[config.mk]
export PLATFORM = sky130hd
export DESIGN_NAME = alarm_timebase_flat
export DESIGN_NICKNAME = d
export VERILOG_FILES = /design/src/rtl/alarm_timebase_if.sv /design/src/rtl/alarm_timebase.sv /design/src/flat_wrapper.sv
export SDC_FILE = /design/constraint.sdc
export NUM_CORES = 1
export LEC_CHECK = 0
export BUFFER_PORTS_ARGS = -buffer_cell sky130_fd_sc_hd__buf_2
export CAP_MARGIN = 20
export CORE_UTILIZATION = 56
export CTS_CLUSTER_DIAMETER = 100
export CTS_CLUSTER_SIZE = 16
export DETAILED_ROUTE_END_ITERATION = 10
export PLACE_DENSITY = 0.8
export SYNTH_ARGS = -nofsm -noshare
export SYNTH_HDL_FRONTEND = slang
export SYNTH_SLANG_ARGS = --single-unit
[constraint.sdc]
create_clock -name clk -period 5.6 [get_ports clk]
set_input_delay 0.56 -clock clk [delete_from_list [all_inputs] [get_ports clk]]
set_output_delay 0.56 -clock clk [all_outputs]
set_load 0.005 [all_outputs]
[src/rtl/alarm_timebase_if.sv]
// Control/status bundle between the alarm timebase and its controller (snooze line only with ALARM_SNOOZE_EN).
interface alarm_timebase_if;
  logic       set_en;
  logic       set_sel;
  logic [4:0] set_hour;
  logic [5:0] set_min;
  logic [2:0] set_day;
  logic       alarm_enable;
  logic       stop;
`ifdef ALARM_SNOOZE_EN
  logic       snooze;
`endif
  logic [5:0] sec;
  logic [5:0] min;
  logic [4:0] hour;
  logic [2:0] day;
  logic       sec_pulse;
  logic       weekday;
  logic       alarm_req;
  logic       set_err;

  modport master (
    output set_en, set_sel, set_hour, set_min, set_day, alarm_enable, stop,
`ifdef ALARM_SNOOZE_EN
    output snooze,
`endif
    input  sec, min, hour, day, sec_pulse, weekday, alarm_req, set_err
  );

  modport slave (
    input  set_en, set_sel, set_hour, set_min, set_day, alarm_enable, stop,
`ifdef ALARM_SNOOZE_EN
    input  snooze,
`endif
    output sec, min, hour, day, sec_pulse, weekday, alarm_req, set_err
  );
endinterface

[src/rtl/alarm_timebase.sv]
// Time-of-day/day-of-week timebase with one programmable alarm; 1 Hz tick derived from clk.
// ALARM_SNOOZE_EN adds the snooze input and a SNOOZE state that re-rings after SNOOZE_MIN minutes.
module alarm_timebase #(
  parameter int TICKS_PER_SEC  = 100,
  parameter int ALARM_HOLD_SEC = 60
`ifdef ALARM_SNOOZE_EN
  , parameter int SNOOZE_MIN   = 5
`endif
) (
  input  logic             clk,
  input  logic             reset,
  alarm_timebase_if.slave  bus
);

  localparam int PW = $clog2(TICKS_PER_SEC);
  localparam int RW = $clog2(ALARM_HOLD_SEC + 1);
  localparam logic [PW-1:0] PRE_MAX  = PW'(TICKS_PER_SEC - 1);
  localparam logic [RW-1:0] RING_MAX = RW'(ALARM_HOLD_SEC - 1);
`ifdef ALARM_SNOOZE_EN
  localparam int SW = $clog2(SNOOZE_MIN + 1);
  localparam logic [SW-1:0] SNZ_MAX = SW'(SNOOZE_MIN - 1);
`endif

  typedef enum logic [1:0] {
    ST_IDLE    = 2'd0,
    ST_RINGING = 2'd1
`ifdef ALARM_SNOOZE_EN
    , ST_SNOOZE = 2'd2
`endif
  } state_e;

  logic [PW-1:0] pre_q, pre_d;
  logic [5:0]    sec_q, sec_d;
  logic [5:0]    min_q, min_d;
  logic [4:0]    hour_q, hour_d;
  logic [2:0]    day_q, day_d;
  logic [4:0]    alm_hour_q, alm_hour_d;
  logic [5:0]    alm_min_q, alm_min_d;
  logic          pulse_q, pulse_d;
  logic          err_q, err_d;
  state_e        state_q;
  logic          alarm_req_q;
  logic [RW-1:0] ring_q;
`ifdef ALARM_SNOOZE_EN
  logic [SW-1:0] snz_q;
`endif

  logic time_ok, alarm_ok, time_ld, alarm_ld, wrap, trigger;

  always_comb begin
    time_ok  = (bus.set_hour <= 5'd23) && (bus.set_min <= 6'd59) && (bus.set_day <= 3'd6);
    alarm_ok = (bus.set_hour <= 5'd23) && (bus.set_min <= 6'd59);
    time_ld  = bus.set_en && !bus.set_sel && time_ok;
    alarm_ld = bus.set_en && bus.set_sel && alarm_ok;
    err_d    = bus.set_en && !(bus.set_sel ? alarm_ok : time_ok);
    wrap     = (pre_q == PRE_MAX);

    pre_d      = wrap ? '0 : pre_q + 1'b1;
    sec_d      = sec_q;
    min_d      = min_q;
    hour_d     = hour_q;
    day_d      = day_q;
    pulse_d    = 1'b0;
    alm_hour_d = alm_hour_q;
    alm_min_d  = alm_min_q;

    // A time load restarts the second, so a coincident tick is dropped.
    if (time_ld) begin
      pre_d  = '0;
      sec_d  = '0;
      min_d  = bus.set_min;
      hour_d = bus.set_hour;
      day_d  = bus.set_day;
    end else if (wrap) begin
      pulse_d = 1'b1;
      if (sec_q == 6'd59) begin
        sec_d = '0;
        if (min_q == 6'd59) begin
          min_d = '0;
          if (hour_q == 5'd23) begin
            hour_d = '0;
            day_d  = (day_q == 3'd6) ? 3'd0 : day_q + 3'd1;
          end else begin
            hour_d = hour_q + 5'd1;
          end
        end else begin
          min_d = min_q + 6'd1;
        end
      end else begin
        sec_d = sec_q + 6'd1;
      end
    end

    if (alarm_ld) begin
      alm_hour_d = bus.set_hour;
      alm_min_d  = bus.set_min;
    end

    trigger = pulse_q && (sec_q == 6'd0) && (min_q == alm_min_q) &&
              (hour_q == alm_hour_q) && bus.alarm_enable;
  end

  always_ff @(posedge clk) begin
    if (reset) begin
      pre_q      <= '0;
      sec_q      <= '0;
      min_q      <= '0;
      hour_q     <= '0;
      day_q      <= '0;
      alm_hour_q <= '0;
      alm_min_q  <= '0;
      pulse_q    <= 1'b0;
      err_q      <= 1'b0;
    end else begin
      pre_q      <= pre_d;
      sec_q      <= sec_d;
      min_q      <= min_d;
      hour_q     <= hour_d;
      day_q      <= day_d;
      alm_hour_q <= alm_hour_d;
      alm_min_q  <= alm_min_d;
      pulse_q    <= pulse_d;
      err_q      <= err_d;
    end
  end

  // Stop has top priority in every state; pulse_q marks the cycle the counters show the new second.
  always_ff @(posedge clk) begin
    if (reset) begin
      state_q     <= ST_IDLE;
      alarm_req_q <= 1'b0;
      ring_q      <= '0;
`ifdef ALARM_SNOOZE_EN
      snz_q       <= '0;
`endif
    end else begin
      case (state_q)
        ST_IDLE: begin
          if (trigger && !bus.stop) begin
            state_q     <= ST_RINGING;
            alarm_req_q <= 1'b1;
            ring_q      <= '0;
          end
        end
        ST_RINGING: begin
          if (bus.stop || time_ld) begin
            state_q     <= ST_IDLE;
            alarm_req_q <= 1'b0;
`ifdef ALARM_SNOOZE_EN
          end else if (bus.snooze) begin
            state_q     <= ST_SNOOZE;
            alarm_req_q <= 1'b0;
            snz_q       <= '0;
`endif
          end else if (pulse_q) begin
            if (ring_q == RING_MAX) begin
              state_q     <= ST_IDLE;
              alarm_req_q <= 1'b0;
            end else begin
              ring_q <= ring_q + 1'b1;
            end
          end
        end
`ifdef ALARM_SNOOZE_EN
        ST_SNOOZE: begin
          if (bus.stop || time_ld) begin
            state_q     <= ST_IDLE;
            alarm_req_q <= 1'b0;
          end else if (pulse_q && (sec_q == 6'd0)) begin
            if (snz_q == SNZ_MAX) begin
              state_q     <= ST_RINGING;
              alarm_req_q <= 1'b1;
              ring_q      <= '0;
            end else begin
              snz_q <= snz_q + 1'b1;
            end
          end
        end
`endif
        default: begin
          state_q     <= ST_IDLE;
          alarm_req_q <= 1'b0;
        end
      endcase
    end
  end

  assign bus.sec       = sec_q;
  assign bus.min       = min_q;
  assign bus.hour      = hour_q;
  assign bus.day       = day_q;
  assign bus.sec_pulse = pulse_q;
  assign bus.weekday   = (day_q <= 3'd4);
  assign bus.alarm_req = alarm_req_q;
  assign bus.set_err   = err_q;

endmodule

[src/flat_wrapper.sv]
// flat-port wrapper written by rule: the top's interface ports become plain ports
module alarm_timebase_flat 
#(
  parameter int TICKS_PER_SEC  = 100,
  parameter int ALARM_HOLD_SEC = 60

)
  (clk, reset, bus_set_en, bus_set_sel, bus_set_hour, bus_set_min, bus_set_day, bus_alarm_enable, bus_stop, bus_sec, bus_min, bus_hour, bus_day, bus_sec_pulse, bus_weekday, bus_alarm_req, bus_set_err);
  alarm_timebase_if bus_i ();
  input  logic clk;
  input  logic reset;
  input wire logic [$bits(bus_i.set_en)-1:0] bus_set_en;
  input wire logic [$bits(bus_i.set_sel)-1:0] bus_set_sel;
  input wire logic [$bits(bus_i.set_hour)-1:0] bus_set_hour;
  input wire logic [$bits(bus_i.set_min)-1:0] bus_set_min;
  input wire logic [$bits(bus_i.set_day)-1:0] bus_set_day;
  input wire logic [$bits(bus_i.alarm_enable)-1:0] bus_alarm_enable;
  input wire logic [$bits(bus_i.stop)-1:0] bus_stop;
  output wire logic [$bits(bus_i.sec)-1:0] bus_sec;
  output wire logic [$bits(bus_i.min)-1:0] bus_min;
  output wire logic [$bits(bus_i.hour)-1:0] bus_hour;
  output wire logic [$bits(bus_i.day)-1:0] bus_day;
  output wire logic [$bits(bus_i.sec_pulse)-1:0] bus_sec_pulse;
  output wire logic [$bits(bus_i.weekday)-1:0] bus_weekday;
  output wire logic [$bits(bus_i.alarm_req)-1:0] bus_alarm_req;
  output wire logic [$bits(bus_i.set_err)-1:0] bus_set_err;
  assign bus_i.set_en = bus_set_en;
  assign bus_i.set_sel = bus_set_sel;
  assign bus_i.set_hour = bus_set_hour;
  assign bus_i.set_min = bus_set_min;
  assign bus_i.set_day = bus_set_day;
  assign bus_i.alarm_enable = bus_alarm_enable;
  assign bus_i.stop = bus_stop;
  assign bus_sec = bus_i.sec;
  assign bus_min = bus_i.min;
  assign bus_hour = bus_i.hour;
  assign bus_day = bus_i.day;
  assign bus_sec_pulse = bus_i.sec_pulse;
  assign bus_weekday = bus_i.weekday;
  assign bus_alarm_req = bus_i.alarm_req;
  assign bus_set_err = bus_i.set_err;
  alarm_timebase #(.TICKS_PER_SEC(TICKS_PER_SEC), .ALARM_HOLD_SEC(ALARM_HOLD_SEC)) u_core (.clk(clk), .reset(reset), .bus(bus_i));
endmodule
==> metrics.cfg, run 1 <==
[status]
status=complete, no violations

[cts]
cts.path.max_buffers=2
postCtsResizedCells=0
cts_root_buf=clkbuf_8
holdBufCountCts=0
cts.sinks=47
clock_latency_ps=310
cts_tree=built
clk_pin_slew_worst_paths_ps=80
htreeDepth=2
cts_buffers=5
cts_setup_buffers=0

[synthesis]
synthMuxAreaShare_pct=5.73
ys_types=46
async_reset_ff_share_pct=0
synthesis.nets=302
yosys.area_share.simple_pct=25.8
synthAdderAreaFrac_pct=3.07
synth_edf_count=0
synth_top_area_share_pct=38.5
avgSynthCellArea_um2=8.86
synth_top_area_cell=dfxtp_1
ys_ff_latch=47
synth_compound_area_share_pct=17.0
synth.area.top_cells=dfxtp_1, nor2_1, mux2i_1, xnor2_1, a211oi_1
ys.flop_type=dfxtp_1
synth_warnings=0
syn_area_mm2=0.00245
syn_inst=276
yosys.area_share.xor_xnor_pct=6.80
synth_top_family_by_area=simple AND/OR/NAND/NOR gates
ys_seq_area_share_pct=38.5

[setup_path]
path_max_fanout=20
cp-end-kind=flip-flop
r2r_cells=5
crit_buf_inv=0
start_kind=flip-flop
reg2reg_slack_ps=3040
arrival_ps=2760
timing.rr.start=u_core.pre_q[0]$_SDFF_PP0_
cp_top_family=simple AND/OR/NAND/NOR gates
crit_slowest_cell=or4_1
crit_required_ps=5800
path_class=flip-flop to flip-flop
max_stage_delay_ps=710
crit_chain=ha_1 -> and4bb_2 -> nand4_1 -> or4_1 -> a311oi_1
r2r-end=u_core.bus.hour[2]$_SDFFE_PP0P_

[place]
dp_cells=357
globalplace.congestion=0.774
dp_hpwl_um=4030
portBuffers=43

[sta]
skew_ps=7.95
holdWs_ps=457
rsz0062_at_grt=false
hold_viol_final=0
maxSlewViolCount=0
setup_violations=0
maxSlewHeadroom_pct=29.8
min_period_ps=2560
fmax_mhz=391
tightest_slew_ps=1050
finalCritPeriodShare_pct=45.6
finalSetupTns_ps=0

[grt]
grt_max_degree=36
antenna_found_initial=0
gr-total-overflow=0
grt_first_pass_wirelength_um=9350
grt_pass1_vias=2025
gr-usage-all-layers_pct=27.1

[cells_and_area]
stdcell_count=365
drive_above_1_share_pct=16.8
antenna-diode-count=0
nFillCells=375
multi_input_area_mm2=0.00143
seq_area_um2=941
final_nets=340
areaGrowthSynthToFinish_pct=14.8

[worst_hold_path]
holdPathStages=1
min_from=u_core.pre_q[0]$_SDFF_PP0_
hold_end=u_core.pre_q[0]$_SDFF_PP0_
min_path_type=flip-flop to flip-flop

[route]
wirelength_um=5650
drt-initial-drc-count=132
drt_pass1_iterations=4
via_per_inst=6.11
dr_total_vias=2230
routedWlPerCell_um=15.5
ant_nets=0
drc=0

[power_and_ir_drop]
clkPwrFrac_pct=40.6
pwr-share-seq_pct=49.8
intPower_uw=557
switching_share_pct=23.1
peakVddDrop_v=0.000269
combPwrFrac_pct=9.6
total_leakage_power_uw=0.00116
power_density_mw_per_mm2=258
switching_power_uw=168

[die]
die_w_um=68.1
start_util_pct=59.9
rows=23
chipHeight_um=68.1
dieArea_mm2=0.00464
design.core.area_mm2=0.00409
ios=44

[run]
cap_viol_max_count=0

## final cells by class
cell class                 instances  area share (%)
clock inverter                     2            2.14
clock buffer                       6            2.58
multi-input combinational        210            50.9
timing repair buffer              44            7.84
tap                               50            2.23
sequential                        47            33.5
inverter                           6           0.802
## flip-flops by register name, indices dropped and copies added, names as in the netlist
register and cells:
u_core.alm_hour_q 5, u_core.alm_min_q 6, u_core.bus.alarm_req 1, u_core.bus.day 3, u_core.bus.hour 5, u_core.bus.min 6
u_core.bus.sec 6, u_core.bus.sec_pulse 1, u_core.bus.set_err 1, u_core.pre_q 7, u_core.ring_q 6
## layer usage
| layer | GRT usage (%) | wire [µm] | up-vias | share of wire [%] |
|---|---|---|---|---|
| met2 | 42.6 | 2620 | 56 | 46 |
| li1 | - | - | 1108 | - |
| met1 | 35.8 | 2710 | 1054 | 48 |
| met5 | 0 | 0 | - | 0 |
| met3 | 6.50 | 201 | 12 | 3.6 |
| met4 | 9.64 | 125 | 0 | 2.2 |
## worst reg2reg max path, cell delays in order, from the launching register on
cell	delay, ps
dfxtp_1	360
ha_1	200
and4bb_2	290
nand4_1	590
or4_1	710
a311oi_1	310
## synthesized netlist by cell type (all sizes together) (7+ instances only)
master and count:
nand2 12, dfxtp 47, clkbuf 7, nor2 40
mux2i 14, xnor2 15, or4 8, o21ai 11
a311oi 9, nand3 11, a211oi 11, o31ai 9
nand4 8
## cells by family after synthesis
logic type                 count (synthesis)
and+or+nand+nor                          114
AOI/OAI and AO/OA                         57
DFF                                       47
xor gates and xnor gates                  19
buffers and inverters                     19
muxes                                     14
adders and majority gates                  6
## cells in the final DEF (no fill, tap or decap), types with 2 or more instances in the layout
cell / n
or4_1: 8
nand3b_1: 2
o21ai_1: 6
a311oi_1: 9
nor3b_1: 2
nand2b_1: 2
or4b_1: 2
a21oi_1: 3
nand4_1: 7
o31ai_1: 9
nor2_1: 40
ha_1: 6
clkbuf_8: 5
bufinv_16: 2
xor2_1: 4
o21ai_0: 5
dfxtp_1: 47
and4b_1: 2
inv_1: 6
and3b_1: 3
or3_1: 4
and3_1: 6
mux2i_1: 14
o31a_1: 2
nand3_1: 11
a211oi_1: 11
nand4b_1: 5
buf_2: 44
nand2_1: 12
and2_1: 3
o41ai_1: 2
xnor2_1: 15
a31oi_1: 2
## per-stage QoR
stage          setup slack, ps  utilization, %  power (µW)  cell area (µm²)
2_1_floorplan             3670               -         409             2450
3_3_place_gp              3200            65.3         436             2670
3_5_place_dp              3150            65.5         438             2680
4_1_cts                   3090            68.7         729             2810
5_1_grt                   2850            68.7         749             2810
6_report                  3040            68.7         725             2810
## worst max-delay path by stage
stage                                   start  slack (ps)                               to  cells past startpoint
3_3_place_gp       u_core.pre_q[0]$_SDFF_PP0_        3200  u_core.bus.hour[0]$_SDFFE_PP0P_                      5
5_1_grt            u_core.pre_q[0]$_SDFF_PP0_        2850  u_core.bus.hour[2]$_SDFFE_PP0P_                      5
4_1_cts            u_core.pre_q[0]$_SDFF_PP0_        3090  u_core.bus.hour[2]$_SDFFE_PP0P_                      5
6_report           u_core.pre_q[0]$_SDFF_PP0_        3040  u_core.bus.hour[2]$_SDFFE_PP0P_                      5
2_1_floorplan  u_core.bus.min[0]$_SDFFE_PP0P_        3670  u_core.bus.hour[4]$_SDFFE_PP0P_                      6
3_5_place_dp       u_core.pre_q[0]$_SDFF_PP0_        3150  u_core.bus.hour[0]$_SDFFE_PP0P_                      5
## power groups by stage
stage               Combinational [µW]  Sequential [µW]  Clock (µW)
finish                            69.2              361         295
global route                      76.9              363         309
CTS                               69.7              361         298
detailed placement                69.2              369           0
global placement                  67.9              368           0
floorplan                         43.2              366           0
(Power assumes the default switching activity.)
==> inputs of run 2 (changes only) <==
--- a/config.mk
+++ b/config.mk
@@ -7,11 +7,11 @@
 export LEC_CHECK = 0
 export BUFFER_PORTS_ARGS = -buffer_cell sky130_fd_sc_hd__buf_2
 export CAP_MARGIN = 20
-export CORE_UTILIZATION = 56
+export CORE_UTILIZATION = 55
 export CTS_CLUSTER_DIAMETER = 100
 export CTS_CLUSTER_SIZE = 16
 export DETAILED_ROUTE_END_ITERATION = 10
-export PLACE_DENSITY = 0.8
+export PLACE_DENSITY = 0.79
 export SYNTH_ARGS = -nofsm -noshare
 export SYNTH_HDL_FRONTEND = slang
 export SYNTH_SLANG_ARGS = --single-unit
==> constraint.sdc (replaced) <==
create_clock -name clk -period 2.6 [get_ports clk]
set_input_delay 0.26 -clock clk [delete_from_list [all_inputs] [get_ports clk]]
set_output_delay 0.26 -clock clk [all_outputs]
set_load 0.005 [all_outputs]
==> run 2 against run 1 <==
Compared with the run above:
- clock skew rose by 2.3 ps
- sequential power rose by 120%
- setup slack got worse by 2600 ps
- critical path type unchanged
- largest cell class unchanged
- first-iteration DRC count fell by 9.8%
- die area rose by 1.8%
- sequential share of layout area fell by 0.34 points
- count of clock-buffer cells in the layout fell by 1
- largest power group unchanged
- global-route usage fell by 0.40 points
- hold slack got worse by 250 ps
- maximum frequency rose by 21%
- total power rose by 120%
==> metrics.cfg, run 2 (same netlist as run 1, synthesis figures left out) <==
[die]
start_util_pct=59.0  ; was 59.9%
rows=23  ; unchanged
ios=44  ; unchanged
die_w_um=68.7  ; was 68.1 µm
chipHeight_um=68.7  ; was 68.1 µm
dieArea_mm2=0.00472  ; was 0.00464 mm²
design.core.area_mm2=0.00414  ; was 0.00409 mm²

[sta]
finalCritPeriodShare_pct=81.1  ; was 45.6%
min_period_ps=2110  ; was 2560 ps
maxSlewViolCount=0  ; unchanged
fmax_mhz=474  ; was 391 MHz
holdWs_ps=206  ; was 457 ps
skew_ps=10.2  ; was 7.95 ps
maxSlewHeadroom_pct=48.7  ; was 29.8%
hold_viol_final=0  ; unchanged
tightest_slew_ps=768  ; was 1050 ps
setup_violations=0  ; unchanged
finalSetupTns_ps=0  ; unchanged
rsz0062_at_grt=false  ; unchanged

[place]
portBuffers=43  ; unchanged
globalplace.congestion=0.894  ; was 0.774
place_area_mm2=0.00270  ; was 0.00268 mm²
dp_hpwl_um=4130  ; was 4030 µm

[setup_path]
cp-end-kind=flip-flop  ; unchanged
crit_slowest_cell=or4_1  ; unchanged
path_class=flip-flop to flip-flop  ; unchanged
start_kind=flip-flop  ; unchanged
path_max_fanout=8  ; was 20
arrival_ps=2330  ; was 2760 ps
cp_top_family=simple AND/OR/NAND/NOR gates  ; unchanged
crit_buf_inv=0  ; unchanged
crit_chain=ha_1 -> and3b_1 -> nand4_2 -> or4_1 -> a311oi_1  ; was ha_1 -> and4bb_2 -> nand4_1 -> or4_1 -> a311oi_1
max_stage_delay_ps=550  ; was 710 ps
crit_required_ps=2820  ; was 5800 ps

[cts]
holdBufCountCts=0  ; unchanged
clock_latency_ps=310  ; about the same
cts.path.max_buffers=2  ; unchanged
cts_root_buf=clkbuf_8  ; unchanged
postCtsResizedCells=0  ; unchanged
cts_tree=built  ; unchanged
cts_setup_buffers=0  ; unchanged
cts.sinks=47  ; unchanged
clk_pin_slew_worst_paths_ps=100  ; was 80 ps
htreeDepth=2  ; unchanged
cts_buffers=5  ; unchanged

[power_and_ir_drop]
total_leakage_power_uw=0.00117  ; was 0.00116 µW
peakVddDrop_v=0.000361  ; was 0.000269 V
power_density_mw_per_mm2=555  ; was 258 mW/mm²

[route]
dr_total_vias=2197  ; was 2230
drt-initial-drc-count=119  ; was 132
ant_nets=0  ; unchanged
routedWlPerCell_um=15.5  ; about the same
wirelength_um=5710  ; was 5650 µm
drc=0  ; unchanged
via_per_inst=5.97  ; was 6.11
drt_pass1_iterations=4  ; unchanged

[cells_and_area]
largest_reg_flops=7  ; unchanged
final_common_cell=dfxtp_1  ; unchanged
final_area_mm2=0.00284  ; was 0.00281 mm²
areaGrowthSynthToFinish_pct=16.0  ; was 14.8%
antenna-diode-count=0  ; unchanged
final_nets=343  ; was 340
final_cell_mix=dfxtp_1, buf_2, nor2_1, xnor2_1, mux2i_1  ; unchanged
drive_above_1_share_pct=17.9  ; was 16.8%
largest_register=u_core.pre_q  ; unchanged

[grt]
grt_pass1_vias=2010  ; was 2025
antenna_found_initial=0  ; unchanged
grt_max_degree=36  ; unchanged
grt_first_pass_wirelength_um=9300  ; was 9350 µm
gr-total-overflow=0  ; unchanged
gr-usage-all-layers_pct=26.7  ; was 27.1%

[status]
status=complete, no violations  ; unchanged

[run]
cap_viol_max_count=0  ; unchanged

[worst_hold_path]
min_path_type=input pin to flip-flop  ; was flip-flop to flip-flop

==> run 2: final timing paths <==
kind                                                startpoint                                 to  slack (ps)  depth (start not counted)
worst max register to register  u_core.bus.min[0]$_SDFFE_PP0P_    u_core.bus.hour[4]$_SDFFE_PP0P_         490                          5
worst min register to register      u_core.pre_q[0]$_SDFF_PP0_         u_core.pre_q[0]$_SDFF_PP0_         450                          1
worst min-delay path                           bus_set_hour[1]  u_core.alm_hour_q[1]$_SDFFE_PP0P_         210                          3
worst max-delay path            u_core.bus.min[0]$_SDFFE_PP0P_    u_core.bus.hour[4]$_SDFFE_PP0P_         490                          5
==> run 2: area by class of cell <==
type | count | area, µm²
clock inverters | 3 | 67.6
repair buffers | 47 | 245
fillers | 349 | 1310
well taps | 50 | 62.6
clock buffers | 5 | 68.8
multi-input cells | 210 | 1430
flip-flops and latches | 47 | 941
inverters | 6 | 22.5
==> run 2: through the flow <==
| stage | util, % | worst slack (ps) | std cells | power (µW) |
|---|---|---|---|---|
| 5_1_grt | 68.4 | 321 | 368 | 1620 |
| 4_1_cts | 68.4 | 492 | 368 | 1570 |
| 6_report | 68.4 | 490 | 368 | 1570 |
| 3_5_place_dp | 65.2 | 520 | 360 | 943 |
| 3_3_place_gp | 65.2 | 584 | 360 | 941 |
| 2_1_floorplan | - | 673 | 276 | 881 |
==> run 2: worst min-delay path, stage by stage <==
cell and delay (ps):
buf_2 90, mux2i_1 60, nor2_1 70
==> run 2: report_power, final <==
group          total [µW]  internal (µW)  switching, µW  leakage [µW]
sequential            779            746           33.0      0.000382
combinational         149           70.7           78.7      0.000723
clock                 645            383            262     0.0000644
==> run 2: per-layer routing <==
metal	share of wire, %	global-route usage, %	vias up
li1	-	-	1117
met1	49	36.0	1030
met2	46	43.1	42
met3	4.2	4.11	8
met4	1.5	9.44	0
met5	0	0	-
